<file path="src/rtl/uart_param.sv">
// uart_param: UART with TX/RX FIFOs; parity generation/checking only under `UART_PARITY_EN.
// Latency: start bit on the line 2 clk after tx_wr from idle; RX byte visible 1 clk after its stop sample.
// Backpressure: tx_wr dropped while tx_ready=0; a byte completing into a full RX FIFO is dropped and sets rx_overrun.

module uart_fifo #(
  parameter int W     = 8,
  parameter int DEPTH = 16
) (
  input  logic         clk,
  input  logic         rst_n,
  input  logic         wr,
  input  logic [W-1:0] wr_dat,
  input  logic         rd,
  output logic [W-1:0] rd_dat,
  output logic         full,
  output logic         empty
);
  localparam int AW = $clog2(DEPTH);

  logic [W-1:0] mem [DEPTH];
  logic [AW:0]  wptr, rptr;
  logic         do_rd, do_wr;

  assign empty  = (wptr == rptr);
  assign full   = (wptr[AW] != rptr[AW]) && (wptr[AW-1:0] == rptr[AW-1:0]);
  assign do_rd  = rd && !empty;
  // A pop in the same cycle frees the slot, so a push into a full FIFO is still taken.
  assign do_wr  = wr && (!full || do_rd);
  assign rd_dat = empty ? '0 : mem[rptr[AW-1:0]];

  always_ff @(posedge clk or negedge rst_n) begin
    if (!rst_n) begin
      wptr <= '0;
      rptr <= '0;
    end else begin
      if (do_wr) wptr <= wptr + (AW+1)'(1);
      if (do_rd) rptr <= rptr + (AW+1)'(1);
    end
  end

  always_ff @(posedge clk) begin
    if (do_wr) mem[wptr[AW-1:0]] <= wr_dat;
  end
endmodule

module uart_param #(
  parameter int CLOCK_FREQUENCY = 27000000,
  parameter int BAUD_RATE       = 115200,
  parameter int DATA_BITS       = 8,
  parameter int STOP_BITS       = 1,
  parameter int PARITY_MODE     = 0,
  parameter int TX_FIFO_DEPTH   = 16,
  parameter int RX_FIFO_DEPTH   = 16
) (
  input  logic                 clk,
  input  logic                 rst_n,
  input  logic                 tx_wr,
  input  logic [DATA_BITS-1:0] tx_data,
  output logic                 tx_ready,
  output logic                 tx_busy,
  output logic                 uart_tx_pin,
  input  logic                 uart_rx_pin,
  input  logic                 rx_rd,
  output logic [DATA_BITS-1:0] rx_data,
  output logic                 rx_valid,
  output logic                 rx_frame_err,
  output logic                 rx_parity_err,
  output logic                 rx_overrun,
  input  logic                 err_clr
);
  localparam int DIV = CLOCK_FREQUENCY / BAUD_RATE;
  localparam int CW  = $clog2(DIV + 1);
  localparam logic [CW-1:0] LAST    = CW'(DIV - 1);
  localparam logic [CW-1:0] HALF_M1 = CW'(DIV / 2 - 1);
  localparam logic [2:0]    DLAST   = 3'(DATA_BITS - 1);
  localparam logic [2:0]    SLAST   = 3'(STOP_BITS - 1);

  typedef enum logic [2:0] {S_IDLE, S_START, S_DATA, S_PARITY, S_STOP, S_HOLD} state_t;

  state_t               tx_state, rx_state;
  logic [CW-1:0]        tx_cnt, rx_cnt;
  logic [2:0]           tx_bit, rx_bit;
  logic [DATA_BITS-1:0] tx_sh, tx_head, rx_sh;
  logic                 tx_full, tx_empty, tx_pop, tx_par;
  logic                 rx_full, rx_empty, rx_done, rx_s, rx_prev;
  logic [1:0]           rx_sync;
  logic                 frame_set, overrun_set;

  uart_fifo #(.W(DATA_BITS), .DEPTH(TX_FIFO_DEPTH)) u_tx_fifo (
    .clk(clk), .rst_n(rst_n), .wr(tx_wr), .wr_dat(tx_data), .rd(tx_pop),
    .rd_dat(tx_head), .full(tx_full), .empty(tx_empty)
  );

  uart_fifo #(.W(DATA_BITS), .DEPTH(RX_FIFO_DEPTH)) u_rx_fifo (
    .clk(clk), .rst_n(rst_n), .wr(rx_done), .wr_dat(rx_sh), .rd(rx_rd),
    .rd_dat(rx_data), .full(rx_full), .empty(rx_empty)
  );

  assign tx_ready = !tx_full;
  assign tx_busy  = (tx_state != S_IDLE) || !tx_empty;
  assign rx_valid = !rx_empty;
  assign rx_s     = rx_sync[1];
  // The last stop bit hands straight over to the next queued byte, so frames run back to back.
  assign tx_pop   = !tx_empty && ((tx_state == S_IDLE) ||
                    (tx_state == S_STOP && tx_cnt == LAST && tx_bit == SLAST));
  assign rx_done     = (rx_state == S_STOP) && (rx_cnt == LAST) && rx_s;
  assign frame_set   = (rx_state == S_STOP) && (rx_cnt == LAST) && !rx_s;
  assign overrun_set = rx_done && rx_full && !rx_rd;

`ifdef UART_PARITY_EN
  localparam bit PAR_ON  = (PARITY_MODE != 0);
  localparam bit PAR_ODD = (PARITY_MODE == 1);
  logic rx_par_bad;

  always_ff @(posedge clk or negedge rst_n) begin
    if (!rst_n)      tx_par <= 1'b0;
    else if (tx_pop) tx_par <= (^tx_head) ^ PAR_ODD;
  end

  assign rx_par_bad = (rx_state == S_PARITY) && (rx_cnt == LAST) &&
                      (rx_s != ((^rx_sh) ^ PAR_ODD));

  always_ff @(posedge clk or negedge rst_n) begin
    if (!rst_n)          rx_parity_err <= 1'b0;
    else if (rx_par_bad) rx_parity_err <= 1'b1;
    else if (err_clr)    rx_parity_err <= 1'b0;
  end
`else
  localparam bit PAR_ON = 1'b0;
  assign tx_par        = 1'b0;
  assign rx_parity_err = 1'b0;
`endif

  always_ff @(posedge clk or negedge rst_n) begin
    if (!rst_n) begin
      tx_state    <= S_IDLE;
      tx_cnt      <= '0;
      tx_bit      <= '0;
      tx_sh       <= '0;
      uart_tx_pin <= 1'b1;
    end else begin
      case (tx_state)
        S_IDLE: if (!tx_empty) begin
          tx_sh       <= tx_head;
          tx_cnt      <= '0;
          uart_tx_pin <= 1'b0;
          tx_state    <= S_START;
        end
        S_START: if (tx_cnt == LAST) begin
          tx_cnt      <= '0;
          tx_bit      <= '0;
          uart_tx_pin <= tx_sh[0];
          tx_sh       <= tx_sh >> 1;
          tx_state    <= S_DATA;
        end else tx_cnt <= tx_cnt + CW'(1);
        S_DATA: if (tx_cnt == LAST) begin
          tx_cnt <= '0;
          if (tx_bit != DLAST) begin
            uart_tx_pin <= tx_sh[0];
            tx_sh       <= tx_sh >> 1;
            tx_bit      <= tx_bit + 3'd1;
          end else if (PAR_ON) begin
            uart_tx_pin <= tx_par;
            tx_state    <= S_PARITY;
          end else begin
            uart_tx_pin <= 1'b1;
            tx_bit      <= '0;
            tx_state    <= S_STOP;
          end
        end else tx_cnt <= tx_cnt + CW'(1);
        S_PARITY: if (tx_cnt == LAST) begin
          tx_cnt      <= '0;
          tx_bit      <= '0;
          uart_tx_pin <= 1'b1;
          tx_state    <= S_STOP;
        end else tx_cnt <= tx_cnt + CW'(1);
        S_STOP: if (tx_cnt == LAST) begin
          tx_cnt <= '0;
          if (tx_bit != SLAST) tx_bit <= tx_bit + 3'd1;
          else if (!tx_empty) begin
            tx_sh       <= tx_head;
            uart_tx_pin <= 1'b0;
            tx_state    <= S_START;
          end else tx_state <= S_IDLE;
        end else tx_cnt <= tx_cnt + CW'(1);
        default: tx_state <= S_IDLE;
      endcase
    end
  end

  always_ff @(posedge clk or negedge rst_n) begin
    if (!rst_n) begin
      rx_sync  <= 2'b11;
      rx_prev  <= 1'b1;
      rx_state <= S_IDLE;
      rx_cnt   <= '0;
      rx_bit   <= '0;
      rx_sh    <= '0;
    end else begin
      rx_sync <= {rx_sync[0], uart_rx_pin};
      rx_prev <= rx_s;
      case (rx_state)
        // The edge-detect cycle already counts towards the half-bit wait.
        S_IDLE: if (rx_prev && !rx_s) begin
          rx_cnt   <= CW'(1);
          rx_state <= S_START;
        end
        S_START: if (rx_cnt >= HALF_M1) begin
          rx_cnt   <= '0;
          rx_bit   <= '0;
          rx_state <= rx_s ? S_IDLE : S_DATA;
        end else rx_cnt <= rx_cnt + CW'(1);
        S_DATA: if (rx_cnt == LAST) begin
          rx_cnt <= '0;
          rx_sh  <= {rx_s, rx_sh[DATA_BITS-1:1]};
          if (rx_bit != DLAST) rx_bit <= rx_bit + 3'd1;
          else rx_state <= PAR_ON ? S_PARITY : S_STOP;
        end else rx_cnt <= rx_cnt + CW'(1);
        S_PARITY: if (rx_cnt == LAST) begin
          rx_cnt   <= '0;
          rx_state <= S_STOP;
        end else rx_cnt <= rx_cnt + CW'(1);
        S_STOP: if (rx_cnt == LAST) begin
          rx_cnt   <= '0;
          rx_state <= rx_s ? S_IDLE : S_HOLD;
        end else rx_cnt <= rx_cnt + CW'(1);
        S_HOLD: if (rx_s) rx_state <= S_IDLE;
        default: rx_state <= S_IDLE;
      endcase
    end
  end

  always_ff @(posedge clk or negedge rst_n) begin
    if (!rst_n) begin
      rx_frame_err <= 1'b0;
      rx_overrun   <= 1'b0;
    end else begin
      if (frame_set)    rx_frame_err <= 1'b1;
      else if (err_clr) rx_frame_err <= 1'b0;
      if (overrun_set)  rx_overrun   <= 1'b1;
      else if (err_clr) rx_overrun   <= 1'b0;
    end
  end
endmodule

</file>
<file path="config.mk">
export PLATFORM = sky130hd
export DESIGN_NAME = uart_param
export DESIGN_NICKNAME = d
export VERILOG_FILES = /design/src/rtl/uart_param.sv
export SDC_FILE = /design/constraint.sdc
export NUM_CORES = 1
export LEC_CHECK = 0
export ABC_AREA = 1
export CORE_MARGIN = 1.5
export CORE_UTILIZATION = 57
export DETAILED_ROUTE_END_ITERATION = 7
export DONT_BUFFER_PORTS = 1
export GPL_ROUTABILITY_DRIVEN = 1
export PLACE_DENSITY = 0.83
export SETUP_SLACK_MARGIN = 0.02
export SYNTH_ARGS = -nofsm -noshare
export SYNTH_HDL_FRONTEND = slang
export SYNTH_SLANG_ARGS = --single-unit
</file>
<file path="constraint.sdc">
create_clock -name clk -period 2.4 [get_ports clk]
set_clock_uncertainty 0.05 [all_clocks]
set_input_delay 0.12 -clock clk [delete_from_list [all_inputs] [get_ports clk]]
set_output_delay 0.12 -clock clk [all_outputs]
set_load 0.01 [all_outputs]
</file>
# Word-level counts from Yosys, hierarchy flattened
# Memory sizes are Yosys's and may differ from the RTL's.
# Index checks and enable logic that the tools add are counted.
# totals
regBits	70
mem_bits_rw	256
wordCells	174
mem_count	2
# classes
addsub	8
order_cmp	1
n_eq_ne	37
mux	59
n_reduce_logical	50
# mem_list
memory	words	width	rd	rd_ports_with_merged_regs	wr	line	text
u_rx_fifo.mem	16	8	1	0	1	20	logic [W-1:0] mem [DEPTH];
u_tx_fifo.mem	16	8	1	0	1	20	
# op_table
operator	n
$mux 8	12
$mux 3	23
$pmux 8 s4	1
$ne 2x2->1 const B	14
$pmux 8 s3	1
$add 5x1->5 const B	4
$pmux 3 s6	1
$add 8x1->8 const B	2
$eq 8x8->1 const B	2
$pmux 8 s2	1
$logic_and 1x1->1	15
$mux 1	15
$pmux 3 s5	1
$reduce_and 7->1	2
$eq 3x2->1 const B	4
$reduce_and 6->1	2
$reduce_bool 3->1	4
$eq 5x5->1	2
$eq 3x3->1 const B	3
$logic_not 3->1	3
$pmux 3 s3	1
$eq 4x4->1	2
$ge 8x7->1 const B	1
$ne 2x1->1 const B	4
18 further kinds	35

# Depth between registers and ports, before layout
# Gate-level depths: netlist (run 1).
# depth
word_depth	10
ltp_mapped	12
mapped_depth_nobuf	12

# By module
# Synthesis (run 1) repeated with hierarchy kept, for this count alone.
# unflattened
cells_unflattened	1719
hier_area_um2	15569.9
# modules_own_cells
mod	n_inst	cells_per_inst	area_each_um2	seq_area_each_um2
uart_fifo	2	656	6287.3	4093.9
uart_param	1	407	2995.4	1256.2

# Worst setup path after synthesis (run 1)
# No wires, ideal clock.
# synth_timing
path_type	reg-to-reg
from	register rx_cnt[1]
to	memory u_rx_fifo.mem[12][0], enable pin
t_arrival_ns	1.911
required_ns	1.967
path_slack_ns	0.056
path_stages_with_launch	10
path_buffers	1
path_cell_list	dfrtp_1 -> inv_1 -> ha_1 -> nand2_1 -> nor2_1 -> nand2_1 -> nor3_4 -> nand2_2 -> buf_2 -> nor3_1
# synth_via
elab_chain_cells	6
# synth_rtl
element	line	text
start, declared	81	logic [CW-1:0] tx_cnt, rx_cnt;
start signal, assigned	212	end else rx_cnt <= rx_cnt + CW'(1);
start signal, assigned	218	end else rx_cnt <= rx_cnt + CW'(1);
start signal, assigned	222	end else rx_cnt <= rx_cnt + CW'(1);
$eq 8x8->1	106	assign rx_done = (rx_state == S_STOP) && (rx_cnt == LAST) && rx_s;
$logic_and 1x1->1 (2 in a row)	106	
$logic_and 1x1->1	28	assign do_wr = wr && (!full || do_rd);
$mux 1	42	if (do_wr) mem[wptr[AW-1:0]] <= wr_dat;
$mux 1 (implied by the code)	42	
end, declared	20	
# Every way passes these cells.

# Final worst setup path (run 1)
# layout_timing
from	register u_rx_fifo.rptr[0]
to	output rx_data[1]
# layout_via
elab_chain_cells	2
# layout_rtl
element	line	text
start, declared	21	logic [AW:0] wptr, rptr;
start signal, assigned	37	if (do_rd) rptr <= rptr + (AW+1)'(1);
$mem_v2 16x8 / $eq 5x5->1 (equally long branches)	n/a	
$mux 8 (*)	29	assign rd_dat = empty ? '0 : mem[rptr[AW-1:0]];
end, declared	64	output logic [DATA_BITS-1:0] rx_data,
# Mark *: on every way between the ends. The rest lies on a longest branch, timed or not.

==> results.py, run 1 <==
metrics = {
    "floorplan": {
        "initial_utilization_pct": 58.64,
        "die_h_um": 161.9,
        "core-area_um2": 24530,
        "io-pin-count": 29,
        "dieArea_um2": 26200,
        "die_w_um": 161.9,
        "rows": 57,
    },
    "clock_tree": {
        "clock_latency_ns": 0.52,
        "clk_pin_slew_ns": 0.06,
        "cts.htree.levels": 2,
        "cts_made_buffers": 34,
        "cts_tree": "yes",
        "cts_buffer_depth": 3,
        "clockRootBuffer": "clkbuf_16",
        "clock_sinks": 326,
    },
    "placed_design": {
        "dp_hpwl_um": 20040,
        "dpl_cell_area_um2": 14830,
        "port_buffers": 0,
        "gp_congestion": 0.9003,
    },
    "grt": {
        "overflow": 0,
        "grt_pass1_wl_um": 51490,
        "grt_max_degree": 71,
        "grtUsageTotal_pct": 25.29,
        "grt_pass1_vias": 10050,
        "antenna_found_initial": 1,
    },
    "synth": {
        "synth-seq-cells": 326,
        "yosysWarnings": 0,
        "yosysSeqAreaShare_pct": 65.64,
        "synth_nets": 1402,
        "netlist_top_cells_area": "edfxtp_1 53%, dfrtp_1 11%, nand2_1 6.9%",
        "synth_flop_cell": "edfxtp_1",
        "synthSimpleGateAreaFrac_pct": 18.85,
        "muxShareOfSynthArea_pct": 0.07827,
        "synthDistinctLibCells": 43,
        "synth_top_cell_by_area": "edfxtp_1",
        "synthAdderAreaFrac_pct": 1.739,
        "yosys.cell_count.top_type": "nand2_1",
        "synth_edf_count": 256,
        "synth_area_um2": 14390,
        "avgSynthCellArea_um2": 10.52,
        "synth_common_cells": "264 x nand2_1, 256 x edfxtp_1, 197 x nor2_1",
        "syn-instance-count": 1368,
        "synth-xor-area-share_pct": 1.461,
        "synth_compound_area_share_pct": 7.514,
        "netlist.area_leader.share_pct": 53.43,
        "async_flop_share_pct": 21.47,
        "synth_top_family_by_area": "simple AND/OR/NAND/NOR gates",
    },
    "finish": {
        "finish.instance_area_um2": 16280,
        "final_nets": 1441,
        "multi_input_area_um2": 4309,
        "drive_above_1_share_pct": 11.17,
        "regArea_um2": 9448,
        "fillers": 1791,
        "areaGrowthSynthToFinish_pct": 13.17,
    },
    "critical_path": {
        "worstPathCellList": "buf_8 -> o21ai_0 -> o22ai_1 -> nand2_1 -> nand2_1 -> inv_1 -> a21oi_2",
        "worstSetupPathType": "reg -> out",
        "crit_top_cell": "nand2_1",
        "slowest_delay_ns": 0.49,
        "critPathMaxFanout": 32,
        "worstSetupStartpoint": "u_rx_fifo.rptr[0]",
        "slowest_stage": "dfrtp_2",
        "worstSetupEndpointType": "output port",
        "reg2reg_slack_ns": 0.13,
        "arrival_ns": 2.14,
        "timing.rr.start": "tx_bit[0]",
        "critPathBufInv": 2,
        "cp_top_family": "compound AO/OA/AOI/OAI gates",
        "cp.required_ns": 2.23,
        "timing.rr.end": "u_tx_fifo.mem[10][6]",
        "r2r_cells": 10,
        "crit_path_start_kind": "register",
    },
    "sta": {
        "period_share_pct": 96.26,
        "fin_crit_ns": 2.310,
        "rsz0062_at_grt": "yes",
        "max_freq_mhz": 432.9,
        "hold_viol_final": 0,
        "slew_viol_final": 0,
        "max_slew.worst_pin.slew_ns": 0.9481,
        "fin_hold_ws_ns": 0.04672,
        "slew_headroom_pct": 36.59,
        "setup_viol_count_final": 0,
    },
    "power_and_ir_drop": {
        "p_switching_w": 0.006838,
        "total_power_w": 0.01878,
        "p_clk_share_pct": 29.1,
        "intPower_w": 0.01195,
        "combPwrFrac_pct": 33.9,
        "powerDensity_nw_per_um2": 1154,
        "peakVddDrop_uv": 1148,
        "p_leak_nw": 6.673,
        "switching_share_pct": 36.40,
        "seqPwrFrac_pct": 37.0,
    },
    "detailed_routing": {
        "first_pass_iters": 6,
        "vias_per_cell": 5.749,
        "totalWireLength_um": 32920,
        "drtIter0Drc": 1166,
        "drc": 0,
        "vias": 10120,
        "ant_nets": 0,
        "wl_per_cell_um": 18.69,
    },
    "hold_path": {
        "hp-class": "in -> async",
    },
    "run": {
        "cap_violations": 0,
    },
    "status": {
        "status": "finished clean",
    },
}
what timing repair did:
item,in CTS,in global routing
hold buffers,14,0
pin swaps,0,1
gates cloned,0,2
gates resized for setup,6,12
setup endpoints to repair,16,193
hold endpoints to repair,211,0
buffers inserted,0,3
power groups by stage:
stage	combinational, W	clock (W)	sequential, W
floorplan	0.00453	0	0.00692
global placement	0.00573	0	0.00701
detailed placement	0.00590	0	0.00704
CTS	0.00610	0.00548	0.00694
global route	0.00705	0.00572	0.00699
finish	0.00637	0.00547	0.00695
how the worst max path moves through the flow:
stage	cells after the start	end	slack, ns
global placement	9	u_rx_fifo.mem[14][3]	0.11
detailed placement	9	u_rx_fifo.mem[12][6]	0.06
global route	10	u_tx_fifo.mem[10][6]	-0.04
floorplan	9	u_rx_fifo.mem[12][0]	0.06
CTS	8	rx_data[0]	0.02
finish	7	rx_data[1]	0.09
worst reg2reg max path, stage by stage, from the launching register on:
cell and delay [ns]:
dfrtp_1 0.38, inv_1 0.09, ha_1 0.16, inv_1 0.05, nor2_1 0.16, nand2_1 0.12, o21ai_2 0.17, nand2_4 0.08
nand2_4 0.11, nand2_8 0.17, nor2_2 0.39
placed cells by master (no fill, tap or decap), types with 2 or more instances in the layout:
cell	synthesis	layout
clkinvlp_4	0	2
o211ai_1	18	18
nor3_1	22	21
inv_2	6	7
clkbuf_16	0	36
o21ai_0	128	128
nor2_1	197	197
nand2_4	3	3
o22ai_1	20	20
nor3b_1	2	2
inv_6	0	2
inv_1	107	105
nand2_2	3	2
nand4_1	4	4
clkbuf_8	0	3
nor2_2	21	21
clkbuf_1	24	6
nand3_1	102	102
dfrtp_2	0	3
bufinv_16	0	5
edfxtp_1	256	256
nand3_2	2	2
dfstp_2	4	4
buf_4	4	33
diode_2	0	4
a21oi_2	1	7
dlygate4sd3_1	0	13
ha_1	20	20
clkinv_2	0	6
nand3b_1	2	2
nand2_1	264	264
xor2_1	21	21
o21ai_1	3	3
clkinv_1	2	6
a21oi_1	20	14
xnor2_1	3	3
buf_6	2	3
dfrtp_1	66	63
or2_2	9	9
metrics by stage:
step / worst slack [ns] / util (%) / TNS [ns] / instances
after floorplan: 0.05561 / - / 0 / 1368
after global placement: 0.1145 / 60.43 / 0 / 1676
after detailed placement: 0.06068 / 60.43 / 0 / 1676
after CTS: 0.02225 / 65.94 / 0 / 1752
after global routing: -0.03725 / 66.33 / -0.3166 / 1757
final: 0.08984 / 66.37 / 0 / 1761
routing by layer:
layer	wire (µm)	part of all wire [%]	global-route usage, %
met5	0	0	0
met4	1211	3.7	10.93
met3	2506	7.6	4.341
met2	16710	51	44.11
met1	12490	38	31.17
logic make-up after synthesis:
kind of cell | count (synthesis)
and+or+nand+nor | 634
adders and majority gates | 20
AOI/OAI and AO/OA | 196
muxes | 1
buffers and inverters | 166
xor gates and xnor gates | 24
DFF | 326
other | 1
layout make-up:
cell class / count / share of cell area, %
sequential: 326 / 58.02
tap: 324 / 2.490
clock buffer: 44 / 5.771
multi-input combinational: 876 / 26.46
timing repair buffer: 53 / 3.066
inverter: 115 / 2.674
timing repair inverter: 1 / 0.04610
clock inverter: 18 / 1.406
antenna: 4 / 0.06147
sequential cells by signal (all words and copies together), names as in the netlist, 5 cells and up:
signal and count:
u_rx_fifo.wptr 5, u_tx_fifo.wptr 5, tx_sh 8, u_rx_fifo.rptr 5
u_tx_fifo.mem 128, u_rx_fifo.mem 128, tx_cnt 8, rx_cnt 8
rx_sh 8, u_tx_fifo.rptr 5
Power figures use the tool's default switching activity.
==> inputs of run 2 (changes only) <==
--- a/config.mk
+++ b/config.mk
@@ -6,12 +6,12 @@
 export NUM_CORES = 1
 export LEC_CHECK = 0
 export ABC_AREA = 1
+export BUFFER_PORTS_ARGS = -buffer_cell sky130_fd_sc_hd__clkbuf_2
 export CORE_MARGIN = 1.5
 export CORE_UTILIZATION = 57
 export DETAILED_ROUTE_END_ITERATION = 7
-export DONT_BUFFER_PORTS = 1
 export GPL_ROUTABILITY_DRIVEN = 1
-export PLACE_DENSITY = 0.83
+export PLACE_DENSITY = 0.84
 export SETUP_SLACK_MARGIN = 0.02
 export SYNTH_ARGS = -nofsm -noshare
 export SYNTH_HDL_FRONTEND = slang
==> results.py, run 2 (synthesis results as in run 1) <==
metrics = {
    "status": {
        "status": "complete, but fails checks",
        "failed_checks": "negative setup slack",
    },
    "placed_design": {
        "port_buffers": 27,
        "dp_hpwl_um": 20420,
        "gp_congestion": 0.9103,
    },
    "grt": {
        "grtUsageTotal_pct": 26.21,
        "overflow": 0,
        "grt_pass1_wl_um": 53030,
        "antenna_found_initial": 0,
        "grt_max_degree": 66,
        "grt_pass1_vias": 10180,
    },
    "power_and_ir_drop": {
        "peakVddDrop_uv": 1020,
        "p_leak_nw": 6.833,
        "powerDensity_nw_per_um2": 1161,
    },
    "critical_path": {
        "slowest_delay_ns": 0.49,
        "crit_path_start_kind": "register",
        "cp.required_ns": 2.23,
        "worstSetupEndpointType": "output port",
        "critPathMaxFanout": 8,
        "worstSetupPathType": "reg -> out",
        "r2r_cells": 9,
        "worstPathCellList": "clkinvlp_4 -> buf_12 -> buf_16 -> nor2_1 -> o211ai_1 -> nand3_1 -> a21oi_2 -> clkbuf_2",
        "timing.rr.end": "u_rx_fifo.wptr[1]",
        "timing.rr.start": "u_rx_fifo.rptr[0]",
        "arrival_ns": 2.35,
        "slowest_stage": "dfrtp_2",
        "reg2reg_slack_ns": 0,
    },
    "hold_path": {
        "hold_depth": 1,
        "holdPathEnd": "u_tx_fifo.mem[2][7]",
        "hold_start": "tx_data[7]",
        "hp-class": "in -> reg",
    },
    "clock_tree": {
        "cts_buffer_depth": 3,
        "clockRootBuffer": "clkbuf_16",
        "cts.htree.levels": 2,
        "cts_tree": "yes",
        "clock_sinks": 326,
        "cts_made_buffers": 34,
        "clk_pin_slew_ns": 0.06,
        "clock_latency_ns": 0.51,
    },
    "floorplan": {
        "core-area_um2": 24530,
        "rows": 57,
        "die_h_um": 161.9,
        "die_w_um": 161.9,
        "dieArea_um2": 26200,
        "initial_utilization_pct": 58.64,
        "io-pin-count": 29,
    },
    "sta": {
        "setup_viol_count_final": 5,
        "tns_ns": -0.2192,
        "fin_crit_ns": 2.516,
        "max_slew.worst_pin.slew_ns": 0.8207,
        "slew_viol_final": 0,
        "slew_headroom_pct": 45.29,
        "rsz0062_at_grt": "yes",
        "setup_ws_ns": -0.1163,
        "hold_viol_final": 0,
        "max_freq_mhz": 397.4,
        "fin_hold_ws_ns": 0.09429,
        "period_share_pct": 104.8,
    },
    "detailed_routing": {
        "first_pass_iters": 7,
        "wl_per_cell_um": 19.66,
        "drt-met1-wl_um": 12930,
        "vias": 10550,
        "totalWireLength_um": 35150,
        "routed-wl-met3_um": 3010,
        "drtIter0Drc": 1322,
        "drc": 0,
        "highest_layer": "met4",
        "vias_per_cell": 5.899,
        "ant_nets": 0,
        "met2_length_um": 17520,
    },
    "finish": {
        "drive_above_1_share_pct": 14.82,
        "areaGrowthSynthToFinish_pct": 15.12,
        "antenna_cells": 0,
        "final_nets": 1472,
        "layout_common_cells": "263 x nand2_1, 256 x edfxtp_1, 192 x nor2_1",
        "mostFrequentLayoutCell": "nand2_1",
    },
    "run": {
        "cap_violations": 0,
    },
}
-- run 2: final cells by class --
class	instances	area, µm²
flip-flops and latches	326	9448
repair buffers	81	698.2
clock inverters	16	192.7
repair inverters	2	12.51
clock buffers	46	915.9
fillers	1674	7970
well taps	324	405.4
multi-input cells	878	4452
inverters	115	439.2
-- run 2: worst max-delay path: cells and delay by family, from the launching register on --
family | cells | cell delay [ns]
buffers and inverters | 4 | 0.63
AO/OA/AOI/OAI | 2 | 0.49
flip-flops | 1 | 0.49
AND/OR/NAND/NOR | 2 | 0.24
-- run 2: timing repair --
item | in CTS | in global routing
resized for setup | 2 | 79
pin swaps | 1 | 16
setup endpoints to repair | 15 | 256
hold endpoints to repair | 35 | 0
hold buffers | 5 | 0
buffers inserted | 2 | 9
cloned | 2 | 6
-- run 2: report_power, final --
group | switching (W) | internal [W] | leakage [nW]
combinational | 0.00468 | 0.00240 | 2.75
clock | 0.00208 | 0.00313 | 0.541
sequential | 0.000362 | 0.00657 | 3.54
-- run 2: metrics by stage --
step	instance area, µm²	instances	power (W)	utilization (%)	setup slack [ns]
after floorplan	14390	1368	0.01146	-	0.05561
after global placement	14970	1702	0.01298	61.01	0.1638
after detailed placement	14970	1702	0.01317	61.01	0.1041
after CTS	16190	1773	0.01850	65.98	0.01437
after global routing	16560	1788	0.02024	67.51	-0.09188
final	16560	1788	0.01923	67.51	-0.1163
-- run 2: per-layer routing --
layer / up-vias / track usage (%)
met4: 0 / 11.09
met5: - / 0
li1: 4790 / -
met3: 143 / 3.652
met2: 661 / 45.20
met1: 4954 / 33.47
-- run 2: worst max-delay path by stage --
stage               slack [ns]                   end               from  cells past startpoint
finish                   -0.12            rx_data[1]  u_rx_fifo.rptr[0]                      8
global route             -0.09            rx_data[1]  u_rx_fifo.rptr[0]                      8
CTS                       0.01            rx_data[2]  u_rx_fifo.rptr[0]                      9
detailed placement        0.10  u_rx_fifo.mem[14][7]          rx_cnt[1]                      9
global placement          0.16  u_rx_fifo.mem[14][1]          rx_cnt[1]                      9
floorplan                 0.06  u_rx_fifo.mem[12][0]          rx_cnt[1]                      9
